### src/rtl/register_file_if.sv
// rtl/register_file_if.sv - writeback, read, reserve and flush signals of the register file
interface register_file_if #(
  parameter int DATA_WIDTH = 32
);
  logic                  destinationEnable;
  logic [4:0]            writeAddress;
  logic [DATA_WIDTH-1:0] writeData;
  logic [4:0]            readAddressA;
  logic [4:0]            readAddressB;
  logic [DATA_WIDTH-1:0] readDataA;
  logic [DATA_WIDTH-1:0] readDataB;
  logic                  pendingA;
  logic                  pendingB;
  logic                  reserveEnable;
  logic [4:0]            reserveAddress;
  logic                  reserveReady;
  logic                  flush;

  modport master (
    output destinationEnable, writeAddress, writeData,
    output readAddressA, readAddressB,
    output reserveEnable, reserveAddress, flush,
    input  readDataA, readDataB, pendingA, pendingB, reserveReady
  );

  modport slave (
    input  destinationEnable, writeAddress, writeData,
    input  readAddressA, readAddressB,
    input  reserveEnable, reserveAddress, flush,
    output readDataA, readDataB, pendingA, pendingB, reserveReady
  );
endinterface

### src/rtl/register_file.sv
// rtl/register_file.sv - 31-entry integer register file with write bypass and pending-write scoreboard
module register_file #(
  parameter int DATA_WIDTH    = 32,
  parameter int PENDING_WIDTH = 2
) (
  input logic           clock,
  input logic           reset,
  register_file_if.slave bus
);
  localparam logic [PENDING_WIDTH-1:0] COUNT_MAX = '1;
  localparam logic [PENDING_WIDTH-1:0] COUNT_ONE = PENDING_WIDTH'(1);

  logic [DATA_WIDTH-1:0]    regs  [1:31];
  logic [PENDING_WIDTH-1:0] count [1:31];

  logic                     write_valid;
  logic                     release_hit;
  logic                     reserve_ready;
  logic                     reserve_accept;
  logic [PENDING_WIDTH-1:0] count_write;
  logic [PENDING_WIDTH-1:0] count_reserve;
  logic [PENDING_WIDTH-1:0] count_a;
  logic [PENDING_WIDTH-1:0] count_b;
  logic [DATA_WIDTH-1:0]    data_a;
  logic [DATA_WIDTH-1:0]    data_b;

  // x0 has no storage; every lookup of address 0 yields a zero count
  always_comb begin
    count_write   = '0;
    count_reserve = '0;
    count_a       = '0;
    count_b       = '0;
    if (bus.writeAddress   != 5'd0) count_write   = count[bus.writeAddress];
    if (bus.reserveAddress != 5'd0) count_reserve = count[bus.reserveAddress];
    if (bus.readAddressA   != 5'd0) count_a       = count[bus.readAddressA];
    if (bus.readAddressB   != 5'd0) count_b       = count[bus.readAddressB];
  end

  assign write_valid    = bus.destinationEnable && (bus.writeAddress != 5'd0);
  assign release_hit    = write_valid && (count_write != '0);
  assign reserve_ready  = !((bus.reserveAddress != 5'd0) && (count_reserve == COUNT_MAX));
  assign reserve_accept = bus.reserveEnable && reserve_ready && (bus.reserveAddress != 5'd0);

  always_comb begin
    data_a = '0;
    data_b = '0;
    if (write_valid && (bus.readAddressA == bus.writeAddress)) data_a = bus.writeData;
    else if (bus.readAddressA != 5'd0)                         data_a = regs[bus.readAddressA];
    if (write_valid && (bus.readAddressB == bus.writeAddress)) data_b = bus.writeData;
    else if (bus.readAddressB != 5'd0)                         data_b = regs[bus.readAddressB];
  end

  // The last in-flight writer retiring this cycle is covered by the bypass
  assign bus.pendingA = (count_a != '0) &&
      !(release_hit && (bus.writeAddress == bus.readAddressA) && (count_a == COUNT_ONE));
  assign bus.pendingB = (count_b != '0) &&
      !(release_hit && (bus.writeAddress == bus.readAddressB) && (count_b == COUNT_ONE));

  assign bus.readDataA    = data_a;
  assign bus.readDataB    = data_b;
  assign bus.reserveReady = reserve_ready;

  for (genvar g = 1; g < 32; g++) begin : g_reg
    localparam logic [4:0] ADDR = 5'(g);

    logic [DATA_WIDTH-1:0]    data_q;
    logic [PENDING_WIDTH-1:0] count_q;
    logic                     inc;
    logic                     dec;

    assign inc = reserve_accept && (bus.reserveAddress == ADDR);
    assign dec = release_hit && (bus.writeAddress == ADDR);

    always_ff @(posedge clock or negedge reset) begin
      if (!reset) begin
        data_q  <= '0;
        count_q <= '0;
      end else begin
        if (write_valid && (bus.writeAddress == ADDR)) data_q <= bus.writeData;
        if (bus.flush)        count_q <= '0;
        else if (inc && !dec) count_q <= count_q + COUNT_ONE;
        else if (dec && !inc) count_q <= count_q - COUNT_ONE;
      end
    end

    assign regs[g]  = data_q;
    assign count[g] = count_q;
  end
endmodule

### src/flat_wrapper.sv
// flat-port wrapper written by rule: the top's interface ports become plain ports
module register_file_flat 
#(
  parameter int DATA_WIDTH    = 32,
  parameter int PENDING_WIDTH = 2
)
  (clock, reset, bus_destinationEnable, bus_writeAddress, bus_writeData, bus_readAddressA, bus_readAddressB, bus_reserveEnable, bus_reserveAddress, bus_flush, bus_readDataA, bus_readDataB, bus_pendingA, bus_pendingB, bus_reserveReady);
  register_file_if #(.DATA_WIDTH(DATA_WIDTH)) bus_i ();
  input logic clock;
  input logic reset;
  input wire logic [$bits(bus_i.destinationEnable)-1:0] bus_destinationEnable;
  input wire logic [$bits(bus_i.writeAddress)-1:0] bus_writeAddress;
  input wire logic [$bits(bus_i.writeData)-1:0] bus_writeData;
  input wire logic [$bits(bus_i.readAddressA)-1:0] bus_readAddressA;
  input wire logic [$bits(bus_i.readAddressB)-1:0] bus_readAddressB;
  input wire logic [$bits(bus_i.reserveEnable)-1:0] bus_reserveEnable;
  input wire logic [$bits(bus_i.reserveAddress)-1:0] bus_reserveAddress;
  input wire logic [$bits(bus_i.flush)-1:0] bus_flush;
  output wire logic [$bits(bus_i.readDataA)-1:0] bus_readDataA;
  output wire logic [$bits(bus_i.readDataB)-1:0] bus_readDataB;
  output wire logic [$bits(bus_i.pendingA)-1:0] bus_pendingA;
  output wire logic [$bits(bus_i.pendingB)-1:0] bus_pendingB;
  output wire logic [$bits(bus_i.reserveReady)-1:0] bus_reserveReady;
  assign bus_i.destinationEnable = bus_destinationEnable;
  assign bus_i.writeAddress = bus_writeAddress;
  assign bus_i.writeData = bus_writeData;
  assign bus_i.readAddressA = bus_readAddressA;
  assign bus_i.readAddressB = bus_readAddressB;
  assign bus_i.reserveEnable = bus_reserveEnable;
  assign bus_i.reserveAddress = bus_reserveAddress;
  assign bus_i.flush = bus_flush;
  assign bus_readDataA = bus_i.readDataA;
  assign bus_readDataB = bus_i.readDataB;
  assign bus_pendingA = bus_i.pendingA;
  assign bus_pendingB = bus_i.pendingB;
  assign bus_reserveReady = bus_i.reserveReady;
  register_file #(.DATA_WIDTH(DATA_WIDTH), .PENDING_WIDTH(PENDING_WIDTH)) u_core (.clock(clock), .reset(reset), .bus(bus_i));
endmodule
### config.mk
export PLATFORM = sky130hd
export DESIGN_NAME = register_file_flat
export DESIGN_NICKNAME = d
export VERILOG_FILES = /design/src/rtl/register_file_if.sv /design/src/rtl/register_file.sv /design/src/flat_wrapper.sv
export SDC_FILE = /design/constraint.sdc
export NUM_CORES = 2
export LEC_CHECK = 0
export CAP_MARGIN = 20
export CELL_PAD_IN_SITES_DETAIL_PLACEMENT = 1
export CELL_PAD_IN_SITES_GLOBAL_PLACEMENT = 2
export CORE_MARGIN = 2
export CORE_UTILIZATION = 50
export CTS_BUF_LIST = sky130_fd_sc_hd__clkbuf_4
export CTS_CLUSTER_SIZE = 12
export DETAILED_ROUTE_END_ITERATION = 10
export MAX_ROUTING_LAYER = met4
export PLACE_DENSITY = 0.88
export RECOVER_POWER = 100
export SLEW_MARGIN = 20
export SYNTH_ARGS = -nofsm -noshare
export SYNTH_HDL_FRONTEND = slang
export SYNTH_SLANG_ARGS = --single-unit
### constraint.sdc
create_clock -name clock -period 4.98 [get_ports clock]
set_clock_uncertainty 0.05 [all_clocks]
set_input_delay 0.498 -clock clock [delete_from_list [all_inputs] [get_ports clock]]
set_output_delay 0.498 -clock clock [all_outputs]
set_load 0.05 [all_outputs]
---- After elaboration in Yosys (flattened, before gate mapping) ----
Cells that the tools add are included.
word-level totals
  flip-flop bits (word level) ............. 1054
  output and inout bits ................... 67
  word-level logic and storage cells ...... 591
cells by class
  $add $sub $neg .......................... 62
  magnitude comparators ................... 4
  eq/ne operators ......................... 69
  multiplexer cells ....................... 119
  bitwise gates (word level) .............. 4
  reductions and logical operators ........ 271
operators with widths
  kind                                                       number
  binary-select mux 32 bit (select 5 bit)                    2
  two-way mux 32 bit                                         8
  two-way mux 2 bit                                          105
  logical AND 1 bit                                          168
  equality test 5 bit (second input constant)                32
  nonzero test 3 bit                                         31
  equality test 5 x 4 -> 1 bit (second input constant)       16
  zero test 1 bit                                            65
  adder 2 x 1 -> 2 bit (second input constant)               31
  subtractor 2 x 1 -> 2 bit (second input constant)          31
  binary-select mux 2 bit (select 5 bit)                     4
  equality test 5 x 3 -> 1 bit (second input constant)       8
  greater-or-equal comparator 6 bit (second input constant)  4
  NOT 5 -> 6 bit                                             4
  equality test 5 x 2 -> 1 bit (second input constant)       4
  equality test 5 bit                                        4
  nonzero test 5 bit                                         4
  equality test 5 x 1 -> 1 bit (second input constant)       2
  nonzero test 2 bit                                         3
  equality test 2 x 1 -> 1 bit (second input constant)       2
  equality test 2 bit (second input constant)                1

---- Longest topological paths before layout ----
  word-level depth ........................ 16
  mapped depth ............................ 11
  depth with buffers taken out ............ 7

---- Worst setup path after synthesis ----
Ideal clock, no wire load.
  kind .................................... input to output
  from .................................... input bus_writeAddress[2]
  to ...................................... output bus_pendingA
  data arrival time ....................... 3.318 ns
  required time ........................... 4.432 ns
  setup slack ............................. 1.114 ns
  stages .................................. 9
  path buffers ............................ 4
  path through ............................ buf_2 buf_4 o311ai_0 o311ai_0 a311oi_2 buf_6 buf_6 nor2_1 a311oi_1
on the way
  word-level cells in the longest chain between the ends .. 11
  elaborated cells on any way between the ends .. 14
  classes of those cells .................. eq/ne (1); mux (4); bitwise (1); reduce/logical (8)
ends and longest elaborated chain
  what                                                   line                 source
  from (decl)                                            flat_wrapper.sv:12   input wire logic [$bits(bus_i.writeAddress)-1:0] bus_writeAddress;
  NOT 5 -> 6 bit (implied by the code)                   register_file.sv:33  if (bus.writeAddress != 5'd0) count_write = count[bus.writeAddress];
  binary-select mux 2 bit (select 5 bit)                 register_file.sv:33
  two-way mux 2 bit (implied by the code) (2 in series)  register_file.sv:33
  two-way mux 2 bit                                      register_file.sv:33
  nonzero test 2 bit                                     register_file.sv:40  assign release_hit = write_valid && (count_write != '0);
  logical AND 1 bit                                      register_file.sv:40
  logical AND 1 bit (*) (2 in series)                    register_file.sv:55  !(release_hit && (bus.writeAddress == bus.readAddressA) && (count_a == COUNT_ONE));
  zero test 1 bit (*)                                    register_file.sv:55
  logical AND 1 bit (*)                                  register_file.sv:54  assign bus.pendingA = (count_a != '0) &&
  to (decl)                                              flat_wrapper.sv:21   output wire logic [$bits(bus_i.pendingA)-1:0] bus_pendingA;
Mark *: on every way between the ends. The rest lies on a longest branch, timed or not. The select of a mux whose other input is x is not followed.

---- Final worst setup path ----
  from .................................... input bus_writeAddress[2]
  to ...................................... register u_core.g_reg[22].data_q[25]
on the way
  word-level cells in the longest chain between the ends .. 3
  elaborated cells on any way between the ends .. 4
  classes of those cells .................. eq/ne (1); reduce/logical (3)
ends and longest elaborated chain
  what                   line                 source
  nonzero test 5 bit     register_file.sv:39  assign write_valid = bus.destinationEnable && (bus.writeAddress != 5'd0);
  logical AND 1 bit      register_file.sv:39
  logical AND 1 bit (*)  register_file.sv:79  if (write_valid && (bus.writeAddress == ADDR)) data_q <= bus.writeData;
  to (signal assigned)   register_file.sv:79
  to (decl)              register_file.sv:66  logic [DATA_WIDTH-1:0] data_q;
Mark *: on every way between the ends. The rest lies on a longest branch, timed or not.
A chain may end at the register's enable or synchronous reset.

==> summary.md <==
| Metric | Value |
|---|---|
| Period utilization | `96.2%` |
| Hold WC Path Type | `primary input to register` |
| Ys async rst share | `100%` |
| Drt drc | `0` |
| Clk sink count | `1054` |
| FF+latch count, synth | `1054` |
| Status | `finished with violations` |
| Layout cell share with drive strength beyond 1 | `55.0%` |
| Die height | `347 µm` |
| Post-synth EDFFs | `0` |
| WP buf/inv | `4` |
| CP Class | `primary input to register` |
| VDD IR max | `0.000263 V` |
| Worst-path fanout max | `13` |
| DIE AREA | `121000 µm²` |
| FF-to-FF setup slack | `1.63 ns` |
| Avg Cell Area, Syn | `15.2 µm²` |
| Synthesized Nets | `3947` |
| Final Cell Area | `65600 µm²` |
| Wirelength per Cell | `32.6 µm` |
| Number of distinct library cells after synthesis | `63` |
| Grt ovf | `0` |
| Most used cell, CP | `clkbuf_1` |
| Root buf cell | `clkbuf_4` |
| Startpoint class of the critical path | `primary input` |
| Area Overhead vs Synth | `11.1%` |
| Final wirelength | `190 mm` |
| Failing checks | `max-capacitance violations, max-slew violations` |
| Clock-pin slew on the worst setup and hold paths | `0.07 ns` |
| Post-CTS setup buffer count | `0` |
| Setup tns final | `0 ns` |
| Slew Limit Fails | `1605` |
| Fill cells | `11.1k` |
| Fin crit period | `4.79 ns` |
| Max-Cap Viols | `46` |
| WHS | `0.152 ns` |
| Main synth FF type | `dfrtp_1` |
| Unrepaired setup endpoints after global routing | `no` |
| GRT Overall Usage | `33.1%` |
| Final Hold Fails | `0` |
| Std-Cell Rows | `126` |
| Critical path, cell by cell | `dlygate4sd3_1, clkbuf_1, nor2b_1, clkbuf_1, nand3_1, nor2_1, dlymetal6s2s_1, mux2_2` |
| Via/cell ratio | `6.78` |
| Largest net degree at the start of global routing | `126` |
| DIE WIDTH | `347 µm` |
| Via count | `39.5k` |
| CP peak stage delay | `1.57 ns` |
| PostCTS Resize Cnt | `0` |
| Gp weighted congestion | `0.871` |
| PwrDens | `393 nW/µm²` |
| Top Family by Delay on Critical Path | `buffers and inverters` |
| CTS buffer count | `309` |
| Detailed placement HPWL | `110 mm` |
| CP Launch Point | `bus_writeAddress[2]` |
| Hold bufs inserted after CTS | `5` |
| Worst path arrival time | `5.85 ns` |
| Clk_lat worst skew | `1.25 ns` |
| Critical R2R Launch | `u_core.g_reg[31].count_q[0]$_DFFE_PN0P_` |
| Syn Std Cell Area | `59000 µm²` |
| CTS tree | `done` |
| Core area | `118000 µm²` |
| Initial antenna violation count | `5` |
| Final ANT Viol Nets | `0` |
| Worst rel slew slack | `-108%` |
| Initial core utilization | `50.2%` |
| Worst hold start | `bus_writeData[6]` |
| Ys Warns | `0` |
| Critical Path End Type | `register` |
| CTS H-tree lvls | `5` |
| First-pass detailed-route iteration total | `8` |
| # IOs | `124` |
| Req. time, crit path | `6.04 ns` |
| Longest Clk Path Bufs | `4` |
| Final setup viols | `0` |
| Global-route wire length before repair | `287 mm` |
| 1st-iter DRT viols | `3841` |
| Fin nets | `4140` |
| Number of global-route vias before repair | `42.8k` |
| Slew at the pin with the worst max-slew slack | `3.13 ns` |
| Part of the Yosys area used for sequential elements | `44.7%` |
| Port Buffer Count | `123` |
| Placed inst area | `62600 µm²` |
| Lkg Pwr | `28.1 nW` |
| CP max-delay cell | `nor2_1` |
| Syn Inst Count | `3890` |
| Peak Freq | `0.209 GHz` |
==> routing by layer <==
metal / GRT usage [%] / routed length, µm
met1: 43.3 / 77000
met2: 51.4 / 92300
met3: 5.95 / 13600
met4: 13.9 / 7210
met5: - / 0
==> Yosys cell counts, types with 3 or more instances <==
library cell,instances,area [µm²]
xnor2_1,30,263
nor3b_1,3,22.5
a22o_1,68,596
nand3_1,28,140
xnor3_1,8,180
mux2_2,1053,11900
o21bai_1,3,22.5
a211oi_1,3,22.5
and3_1,11,68.8
a41o_1,3,30.0
or3_1,10,62.6
nand2b_1,24,150
o22ai_1,6,37.5
nor2_1,77,289
a21oi_1,36,180
o21ai_0,112,561
buf_2,152,761
or4_1,5,37.5
o31ai_1,5,37.5
a22oi_1,3,22.5
nor2b_1,18,113
nor3_1,30,150
nand4_1,4,25.0
a31oi_1,5,31.3
nand2_1,91,342
buf_1,24,90.1
mux2_1,10,113
xor2_1,20,175
clkbuf_1,223,837
dfrtp_1,1054,26400
o21a_1,8,60.1
nor4_2,5,62.6
buf_4,6,45.0
mux4_2,622,14000
buf_6,6,67.6
mux2i_1,70,701
and2_1,5,31.3
or2_2,11,68.8
nor4_1,5,31.3
inv_1,3,11.3
==> worst paths after layout <==
kind,cells after the start,to
min reg2reg,1,u_core.g_reg[3].data_q[6]$_DFFE_PN0P_
min,3,u_core.g_reg[2].data_q[6]$_DFFE_PN0P_
max,8,u_core.g_reg[22].data_q[25]$_DFFE_PN0P_
max in group asynchronous,4,u_core.g_reg[15].data_q[23]$_DFFE_PN0P_
min in group asynchronous,4,u_core.g_reg[12].data_q[0]$_DFFE_PN0P_
max reg2reg,8,u_core.g_reg[28].count_q[1]$_DFFE_PN0P_
==> cell type report <==
class                           count  area (µm²)  share of cell area, %
Antenna cell                       11        27.5                 0.0420
Clock buffer                      456        3420                   5.22
Timing Repair Buffer              294        2610                   3.98
Inverter                            3        11.3                 0.0172
Multi-Input combinational cell   2421       30900                   47.2
Sequential cell                  1054       26400                   40.2
Clock inverter                     55         264                  0.403
Tap cell                         1536        1920                   2.93
==> sequential cells by signal, indices dropped and copies added, names as in the netlist <==
| signal | flops |
|---|---|
| u_core.g.count_q | 62 |
| u_core.g.data_q | 992 |
==> power breakdown <==
group | switching (mW) | internal, mW
Sequential | 1.23 | 10.2
Combinational | 2.71 | 3.51
Clock | 3.88 | 4.25
Total | 7.82 | 17.9
==> worst reg2reg max path, stage by stage, from the launching register on <==
cell and delay [ns]:
dfrtp_1 0.45, or3b_1 0.39, o311ai_0 0.09, o311ai_0 0.36
a311oi_2 0.39, clkbuf_1 0.73, nor3_1 0.30, or3_1 0.42
o21ai_0 0.07
==> cell families after synthesis <==
kind of cell / count (synthesis) / synth area share (%)
AOI/OAI and AO/OA: 270 / 3.01
xor gates and xnor gates: 59 / 1.09
buffers and inverters: 415 / 3.08
DFF: 1054 / 44.7
muxes: 1756 / 45.3
and+or+nand+nor: 336 / 2.85
==> cell usage in the layout, fill, tap and decap left out, types with 16 or more instances in the layout <==
master / Yosys / routed
clkbuf_2: 1 / 39
a21oi_1: 36 / 36
mux2i_1: 70 / 70
clkinv_1: 0 / 44
o21ai_0: 112 / 113
clkbuf_4: 0 / 458
xor2_1: 20 / 20
mux2_1: 10 / 17
mux2_2: 1053 / 1046
clkbuf_1: 223 / 62
nand2b_1: 24 / 24
buf_12: 0 / 49
clkdlybuf4s50_1: 0 / 27
dfrtp_1: 1054 / 1054
buf_2: 152 / 17
nand2_1: 91 / 93
dlygate4sd3_1: 0 / 20
nand3_1: 28 / 23
nor2b_1: 18 / 16
buf_4: 6 / 71
a22o_1: 68 / 68
xnor2_1: 30 / 30
nor2_1: 77 / 72
nor3_1: 30 / 31
mux4_2: 622 / 622
==> through the flow <==
stage | power [mW] | worst slack, ns | util, % | cells
after floorplan | 15.6 | 1.11 | - | 3890
after global placement | 17.4 | 0.857 | 53.2 | 5289
after detailed placement | 17.8 | 0.810 | 53.2 | 5289
after CTS | 26.0 | 0.379 | 56.4 | 5805
after global routing | 26.9 | 0.146 | 55.7 | 5825
final | 25.7 | 0.191 | 55.8 | 5830
No activity file was read; power rests on OpenSTA's default activity.
